--- src/rtl/axis_deadlock_detector_if.sv ---
// rtl/axis_deadlock_detector_if.sv - monitor-side signal bundle for the deadlock detector
interface axis_deadlock_detector_if #(
  parameter int NUM_AXIS = 2,
  parameter int NUM_INST = 1
);
  logic [NUM_AXIS-1:0] axis_block_sigs;
  logic [NUM_INST-1:0] inst_idle_sigs;
  logic [NUM_INST-1:0] inst_block_sigs;
  logic                clear;
  logic                block;
  logic [NUM_AXIS-1:0] block_axis_mask;
  logic [NUM_INST-1:0] block_inst_mask;
  logic [7:0]          deadlock_count;

  // Kernel monitor top: drives the stall vectors and clear, observes the verdict.
  modport master (
    output axis_block_sigs, inst_idle_sigs, inst_block_sigs, clear,
    input  block, block_axis_mask, block_inst_mask, deadlock_count
  );

  // Detector side.
  modport slave (
    input  axis_block_sigs, inst_idle_sigs, inst_block_sigs, clear,
    output block, block_axis_mask, block_inst_mask, deadlock_count
  );
endinterface

--- src/rtl/axis_deadlock_detector.sv ---
// rtl/axis_deadlock_detector.sv - declares deadlock when one non-idle stall pattern persists
module axis_deadlock_detector #(
  parameter int NUM_AXIS  = 2,
  parameter int NUM_INST  = 1,
  parameter int THRESHOLD = 1024,
  parameter int CNT_W     = 16
) (
  input  logic                     clock,
  input  logic                     reset,
  axis_deadlock_detector_if.slave  mon
);
  localparam int PAT_W = NUM_AXIS + NUM_INST;

  typedef enum logic [1:0] {
    IDLE    = 2'd0,
    WATCH   = 2'd1,
    BLOCKED = 2'd2
  } state_t;

  state_t             state, state_nxt;
  logic [CNT_W-1:0]   cnt, cnt_nxt, cnt_inc;
  logic [PAT_W-1:0]   snap, snap_nxt, pattern;
  logic               stall;
  logic               declare;
  logic               block_q;
  logic [NUM_AXIS-1:0] axis_mask_q;
  logic [NUM_INST-1:0] inst_mask_q;
  logic [7:0]         dl_count_q;

  // A stall only matters while at least one instance is still doing work.
  assign stall   = (|mon.axis_block_sigs | |mon.inst_block_sigs) & ~(&mon.inst_idle_sigs);
  assign pattern = {mon.axis_block_sigs, mon.inst_block_sigs};
  assign cnt_inc = cnt + CNT_W'(1);

  // Next-state logic; clear overrides everything, including a threshold edge.
  always_comb begin
    state_nxt = state;
    cnt_nxt   = cnt;
    snap_nxt  = snap;
    declare   = 1'b0;
    case (state)
      IDLE: begin
        cnt_nxt = '0;
        if (!mon.clear && stall) begin
          snap_nxt = pattern;
          cnt_nxt  = CNT_W'(1);
          if (THRESHOLD == 1) begin
            state_nxt = BLOCKED;
            declare   = 1'b1;
          end else begin
            state_nxt = WATCH;
          end
        end
      end
      WATCH: begin
        if (mon.clear || !stall) begin
          state_nxt = IDLE;
          cnt_nxt   = '0;
        end else if (pattern == snap) begin
          // cnt is always below THRESHOLD here, so cnt_inc cannot overshoot.
          cnt_nxt = cnt_inc;
          if (cnt_inc == CNT_W'(THRESHOLD)) begin
            state_nxt = BLOCKED;
            declare   = 1'b1;
          end
        end else begin
          // A changed pattern means something moved: restart persistence.
          snap_nxt = pattern;
          cnt_nxt  = CNT_W'(1);
        end
      end
      BLOCKED: begin
        if (mon.clear) begin
          state_nxt = IDLE;
          cnt_nxt   = '0;
        end
      end
      default: begin
        state_nxt = IDLE;
        cnt_nxt   = '0;
      end
    endcase
  end

  // State, counter and pattern snapshot registers.
  always_ff @(posedge clock or negedge reset) begin
    if (!reset) begin
      state <= IDLE;
      cnt   <= '0;
      snap  <= '0;
    end else begin
      state <= state_nxt;
      cnt   <= cnt_nxt;
      snap  <= snap_nxt;
    end
  end

  // Registered outputs: sticky flag, masks captured at declaration, saturating count.
  always_ff @(posedge clock or negedge reset) begin
    if (!reset) begin
      block_q     <= 1'b0;
      axis_mask_q <= '0;
      inst_mask_q <= '0;
      dl_count_q  <= '0;
    end else begin
      block_q <= (state_nxt == BLOCKED);
      if (declare) begin
        axis_mask_q <= mon.axis_block_sigs;
        inst_mask_q <= mon.inst_block_sigs;
        if (dl_count_q != 8'hFF) begin
          dl_count_q <= dl_count_q + 8'd1;
        end
      end
    end
  end

  assign mon.block           = block_q;
  assign mon.block_axis_mask = axis_mask_q;
  assign mon.block_inst_mask = inst_mask_q;
  assign mon.deadlock_count  = dl_count_q;
endmodule

--- src/flat_wrapper.sv ---
// flat-port wrapper written by rule: the top's interface ports become plain ports
module axis_deadlock_detector_flat 
#(
  parameter int NUM_AXIS  = 2,
  parameter int NUM_INST  = 1,
  parameter int THRESHOLD = 1024,
  parameter int CNT_W     = 16
)
  (clock, reset, mon_axis_block_sigs, mon_inst_idle_sigs, mon_inst_block_sigs, mon_clear, mon_block, mon_block_axis_mask, mon_block_inst_mask, mon_deadlock_count);
  axis_deadlock_detector_if #(.NUM_AXIS(NUM_AXIS), .NUM_INST(NUM_INST)) mon_i ();
  input  logic clock;
  input  logic reset;
  input wire logic [$bits(mon_i.axis_block_sigs)-1:0] mon_axis_block_sigs;
  input wire logic [$bits(mon_i.inst_idle_sigs)-1:0] mon_inst_idle_sigs;
  input wire logic [$bits(mon_i.inst_block_sigs)-1:0] mon_inst_block_sigs;
  input wire logic [$bits(mon_i.clear)-1:0] mon_clear;
  output wire logic [$bits(mon_i.block)-1:0] mon_block;
  output wire logic [$bits(mon_i.block_axis_mask)-1:0] mon_block_axis_mask;
  output wire logic [$bits(mon_i.block_inst_mask)-1:0] mon_block_inst_mask;
  output wire logic [$bits(mon_i.deadlock_count)-1:0] mon_deadlock_count;
  assign mon_i.axis_block_sigs = mon_axis_block_sigs;
  assign mon_i.inst_idle_sigs = mon_inst_idle_sigs;
  assign mon_i.inst_block_sigs = mon_inst_block_sigs;
  assign mon_i.clear = mon_clear;
  assign mon_block = mon_i.block;
  assign mon_block_axis_mask = mon_i.block_axis_mask;
  assign mon_block_inst_mask = mon_i.block_inst_mask;
  assign mon_deadlock_count = mon_i.deadlock_count;
  axis_deadlock_detector #(.NUM_AXIS(NUM_AXIS), .NUM_INST(NUM_INST), .THRESHOLD(THRESHOLD), .CNT_W(CNT_W)) u_core (.clock(clock), .reset(reset), .mon(mon_i));
endmodule
--- config.mk ---
export PLATFORM = sky130hd
export DESIGN_NAME = axis_deadlock_detector_flat
export DESIGN_NICKNAME = d
export VERILOG_FILES = /design/src/rtl/axis_deadlock_detector_if.sv /design/src/rtl/axis_deadlock_detector.sv /design/src/flat_wrapper.sv
export SDC_FILE = /design/constraint.sdc
export NUM_CORES = 1
export LEC_CHECK = 0
export ABC_AREA = 1
export ABC_CLOCK_PERIOD_IN_PS = 1800
export CORE_MARGIN = 10
export CORE_UTILIZATION = 40
export DETAILED_ROUTE_END_ITERATION = 10
export PLACE_DENSITY = 0.63
export REMOVE_ABC_BUFFERS = 1
export SLEW_MARGIN = 20
export SYNTH_ARGS = -nofsm -noshare
export SYNTH_HDL_FRONTEND = slang
export SYNTH_SLANG_ARGS = --single-unit
--- constraint.sdc ---
create_clock -name clock -period 1.8 [get_ports clock]
set_input_delay 0.36 -clock clock [delete_from_list [all_inputs] [get_ports clock]]
set_output_delay 0.36 -clock clock [all_outputs]
set_load 0.02 [all_outputs]
[Yosys cells after proc, flatten, opt, wreduce, memory -nomap -nowiden]
Index checks and enable logic that the tools add are counted.
Widths: inputs -> output; s select.
Cells by class
  add/sub/neg operators: 2
  equal/unequal tests: 10
  mux-type cells: 19
  bitwise logic cells: 3
  reduce and logical (&&, ||, !) cells: 9
Operator list (count)
  $mux 16: 3
  $pmux 16 s3: 1
  $add 16x1->16 const B: 1
  $eq 16x11->1 const B: 1
  $mux 2: 5
  $mux 3: 3
  $add 8x1->8 const B: 1
  $ne 8x8->1 const B: 1
  $ne 2x2->1 const B: 3
  $pmux 2 s3: 1
  $pmux 3 s2: 1
  $mux 1: 5
  $eq 2x2->1 const B: 2
  $reduce_and 4->1: 1
  $eq 3x3->1: 1
  $eq 2x1->1 const B: 1
  $logic_not 1->1: 2
  $logic_not 2->1: 1
  $ne 2x1->1 const B: 1
  $reduce_and 2->1: 1
  $reduce_bool 2->1: 1
  $reduce_or 2->1: 1
  $and 1x1->1: 1
  $logic_and 1x1->1: 1
  other kinds (3): 3
Storage, ports and cells
  flip-flop bits (word level): 33
  bits of input ports: 7
  word-level logic and storage cells: 50

[Logic depth before layout (Yosys ltp)]
  depth after elaboration: 8
  depth in mapped cells: 15
  depth with buffers taken out: 15

[Least setup slack after synthesis]
OpenSTA, ideal clock, no wires.
  kind: register to register
  start: register u_core.cnt[1]
  end: register u_core.dl_count_q[7], in the netlist u_core.mon.deadlock_count[7]
  library setup time: 117 ps
  arrival time: 1736 ps
  required time: 1683 ps
  setup slack: -53 ps
  stages on the path, launching flop included: 15
  period minus slack after synthesis: 1853 ps
  cells stage by stage: dfrtp_1 -> ha_1 -> nand2_2 -> nor2_4 -> nand2_2 -> nand2_1 -> nand2_2 -> nor2_2 -> nand3_2 -> nor2_4 -> nand3_4 -> nor2_8 -> nand2_1 -> nand2_1 -> nand2_1
On the way
  cells in the longest elaborated chain, start to end: 7
RTL lines
  start, declared: line axis_deadlock_detector.sv:21  | logic [CNT_W-1:0] cnt, cnt_nxt, cnt_inc;
  start signal, assigned: line axis_deadlock_detector.sv:93  | cnt <= cnt_nxt;
  $add 16x1->16: line axis_deadlock_detector.sv:33  | assign cnt_inc = cnt + CNT_W'(1);
  $eq 16x11->1: line axis_deadlock_detector.sv:62  | if (cnt_inc == CNT_W'(THRESHOLD)) begin
  $mux 1: line axis_deadlock_detector.sv:62
  $mux 1: line axis_deadlock_detector.sv:59  | end else if (pattern == snap) begin
  $mux 1: line axis_deadlock_detector.sv:56  | if (mon.clear || !stall) begin
  $mux 1: line axis_deadlock_detector.sv:41  | case (state)
  $reduce_and 2->1 (no source line)
  end signal, assigned: line axis_deadlock_detector.sv:111  | dl_count_q <= dl_count_q + 8'd1;
  end, declared: line axis_deadlock_detector.sv:28  | logic [7:0] dl_count_q;
Every way passes these cells.
A chain may end at the register's enable or synchronous reset.

[Final worst setup path]
Same ends and word-level chain as after synthesis.

==> parameters.txt <==
Parameter                              Value

Routing
  DRC violations left    0
  Total Routed Length    slightly above 5000 um
  Final ANT Viol Nets    0
  Starting DRT DRC Count    90
  DR vias/cell    4.73
  Avg WL per Cell    12.7 um
  TritonRoute pass-1 iters    4
  Number of vias in the routed layout    around 1.9k

Placed design
  Post-detailed-placement half-perimeter wirelength    3720 um
  Placed Cells    387
  Global placer's final weighted congestion    0.871
  Number of buffers added on ports    18
  Placed instance area    approximately 2500 um^2

STA
  Transition time of the tightest slew-check pin    between 400 and 500 ps
  Count of endpoints failing setup in the final report    11
  Post-layout min period    roughly 1900 ps
  Fmax    519 MHz
  Unrepaired setup endpoints after global routing    true
  Skew final    5.28 ps
  Max Slew Vio Count    0
  Final Cycle Share    107%
  Final hold viol count    0
  Worst setup slack after layout    -128 ps
  Rel. slew slack    between 60% and 70%

Yosys
  Mux contribution to synthesized area    0%
  Ranking of synthesized cells by area    sky130_fd_sc_hd__dfrtp_1 41%, sky130_fd_sc_hd__nand2_1 16%, sky130_fd_sc_hd__inv_1 6.4%
  Part of the Yosys area used for sequential elements    between 40% and 50%
  Unique masters post-synth    25
  Count of yosys warnings during synthesis    0
  Post-Synthesis Cell Area    2010 um^2
  Yosys top cell by area    sky130_fd_sc_hd__dfrtp_1
  Post-synthesis area per instance    roughly 7.4 um^2
  Post-synthesis register bit count    33
  Top cell type's share of synthesized area    roughly two fifths
  Simple-gate share of the synthesized area    roughly two fifths
  Post-synthesis adder-cell area fraction    1.25%
  Largest family of logic cells by synthesized area    simple AND/OR/NAND/NOR gates
  Compound-gate portion of the synthesized area    under 10%
  Synth Area in XOR/XNOR    less than 1%
  Number of instances in the synthesized netlist    271

Final layout
  Most common library cell in the layout ignoring fill and taps    sky130_fd_sc_hd__nand2_1
  Fin util    57.2%
  Layout cell share with drive strength beyond 1    roughly a third
  ANT cells    0
  Final instance area    roughly 2700 um^2
  Layout-stage area growth over the synthesis result    36.3%
  Final layout net count    340
  Final instance count without filler cells    approximately 400
  Commonest non-fill, non-tap cells in the layout    75 x sky130_fd_sc_hd__nand2_1, 33 x sky130_fd_sc_hd__buf_4, 31 x sky130_fd_sc_hd__inv_1, 31 x sky130_fd_sc_hd__dfrtp_1, 18 x sky130_fd_sc_hd__nand2_2
  Fill count    438

Global routing
  Global-route wire length before repair    between 8000 and 9000 um
  Via count of the first global-routing pass    about 1.9k
  Sum of overflow across all layers after global routing    0
  Global routing met2 resource utilization    approximately 20%
  Combined global-route utilization of all metal layers    ~12%
  Antenna violations before repair    0
  Met1 usage    14.9%
  Maximum number of pins on one net before global-route repair    34
  GRT Max-Usage Layer    met2
  Global Route met3 Usage    roughly 3.8%

Worst setup path
  Category of the most critical setup path    reg2reg
  Startpoint type of the worst setup path    flip-flop
  Data required time at the worst endpoint    slightly below 2000 ps
  Register-to-Register Path Depth    14
  Arrival time reported for the critical path endpoint    around 2100 ps
  Critical path capture point type    flip-flop
  Maximum fanout along the worst path    5

Pwr
  Leakage power summed over all cells    around 0.0013 uW
  Cell-internal power    approximately 1100 uW
  Part of the power in combinational logic    under 10%
  Sequential share of power    55.6%
  Switching part of the total    23.5%
  Clock network power share    between 30% and 40%
  Worst vdd ir    0.306 mV
  Power Dens Cells    between 500 and 600 nW/um^2
  Switching power summed over all nets    between 300 and 400 uW

Floorplan
  I/O pin count    19
  Rows    25
  Core area    about 4800 um^2
  Die area    approximately 8300 um^2
  Initial cell density of the core    41.9%
  Die width    approximately 91 um
  Height of the chip    around 90 um

Clock network
  Reg clk slew, reported paths    approximately 70 ps
  Number of levels the H-tree was split into    2
  Clock tree from TritonCTS    yes
  Skew-Pair Late Insertion Delay    280 ps
  CTS buffer count    5
  Number of buffers between clock root and the deepest sink    2
  Number of buffers added to fix hold violations after cts    0
  Clk Tree Root Cell    sky130_fd_sc_hd__clkbuf_8
  Number of sinks on the clock net    33

Flow run
  Max-capacitance violation count    0

Status
  Violations in the final reports    setup timing
  Run status    complete, but fails checks

Hold path
  Worst hold path type    in2async
## cell usage after synthesis
library cell / number
sky130_fd_sc_hd__nand3_2: 4
sky130_fd_sc_hd__nand3b_1: 2
sky130_fd_sc_hd__o31ai_1: 1
sky130_fd_sc_hd__o21ai_0: 11
sky130_fd_sc_hd__a32o_1: 1
sky130_fd_sc_hd__nor2_8: 1
sky130_fd_sc_hd__o21ai_1: 7
sky130_fd_sc_hd__clkbuf_1: 1
sky130_fd_sc_hd__xor2_2: 1
sky130_fd_sc_hd__nand3_4: 1
sky130_fd_sc_hd__inv_2: 3
sky130_fd_sc_hd__nor3_1: 3
sky130_fd_sc_hd__nand2_4: 1
sky130_fd_sc_hd__nor4_1: 1
sky130_fd_sc_hd__ha_1: 2
sky130_fd_sc_hd__nand2_2: 7
sky130_fd_sc_hd__nand2_1: 87
sky130_fd_sc_hd__o22ai_1: 8
sky130_fd_sc_hd__nand4_1: 8
sky130_fd_sc_hd__nor2_4: 7
sky130_fd_sc_hd__nor2_2: 7
sky130_fd_sc_hd__dfrtp_1: 33
sky130_fd_sc_hd__nand3_1: 17
sky130_fd_sc_hd__nor2_1: 23
sky130_fd_sc_hd__inv_1: 34
## final timing paths
| check | start | slack (ps) | endpoint |
|---|---|---|---|
| hold / removal | reset | 490 | u_core.cnt[13] |
| min in group clock | u_core.mon.deadlock_count[5] | 490 | u_core.mon.deadlock_count[5] |
| setup / recovery | u_core.cnt[1] | -130 | u_core.mon.deadlock_count[7] |
| max in group asynchronous | reset | 980 | u_core.cnt[2] |
| hold reg to reg | u_core.mon.deadlock_count[5] | 490 | u_core.mon.deadlock_count[5] |
| setup reg to reg | u_core.cnt[1] | -130 | u_core.mon.deadlock_count[7] |
## per-stage QoR
step	worst slack [ps]	setup TNS [ps]	power (uW)	hold slack, ps
floorplan	-53.3	-257	816	64.4
global placement	-332	-5080	875	478
detailed placement	-352	-5610	877	483
CTS	-144	-1140	1390	499
global route	-282	-3000	1440	524
finish	-128	-1030	1380	492
## power groups by stage
stage	Sequential (uW)	Combinational [uW]	Clock, uW
CTS	766	98.9	529
detailed placement	779	98.4	0
global route	767	115	557
finish	766	99.6	512
floorplan	777	39.8	0
global placement	778	97.1	0
## logic make-up after synthesis
logic type | count (synthesis)
fa+ha+maj | 2
compound gates | 28
simple gates | 169
xor+xnor | 1
flops | 33
buf+inv | 38
## sequential cells by signal, indices dropped and copies added (netlist names)
signal	cells
u_core.cnt	16
u_core.snap	3
u_core.state	2
u_core.mon.block	1
u_core.mon.block_inst_mask	1
u_core.mon.block_axis_mask	2
u_core.mon.deadlock_count	8
## routing by layer
metal  vias up  share of wire, %
met2        29                48
met1       850                46
met3         7               5.0
met5         -                 0
met4         0               1.2
li1        993                 -
## final cells by class
type | instances | area, um^2 | area share (%)
inverters | 37 | 139 | 5.08
multi-input cells | 201 | 1160 | 42.2
clock buffers | 5 | 68.8 | 2.51
clock inverters | 1 | 5.00 | 0.183
repair buffers | 53 | 455 | 16.6
flip-flops and latches | 33 | 828 | 30.3
well taps | 67 | 83.8 | 3.06
## critical path, cell delays in order, from the launching register on
cell	delay (ps)
sky130_fd_sc_hd__dfrtp_1	400
sky130_fd_sc_hd__ha_4	190
sky130_fd_sc_hd__nand3_4	100
sky130_fd_sc_hd__nor2_4	140
sky130_fd_sc_hd__nand3_2	80
sky130_fd_sc_hd__nand2_2	70
sky130_fd_sc_hd__nand2_2	60
sky130_fd_sc_hd__nor2_2	110
sky130_fd_sc_hd__nand2_2	70
sky130_fd_sc_hd__nor2_4	130
sky130_fd_sc_hd__nand3_4	140
sky130_fd_sc_hd__nor2_8	160
sky130_fd_sc_hd__nand2_2	50
sky130_fd_sc_hd__nand2_1	80
sky130_fd_sc_hd__nand2_1	40
## what timing repair did
item,4_1_cts,5_1_grt
pin swaps,10,22
endpoints found under the hold margin,0,0
buffers inserted,1,2
cloned,1,0
resized for setup,9,32
endpoints found under the setup margin,14,27
Note: power is estimated with default switching activity, not from simulation.
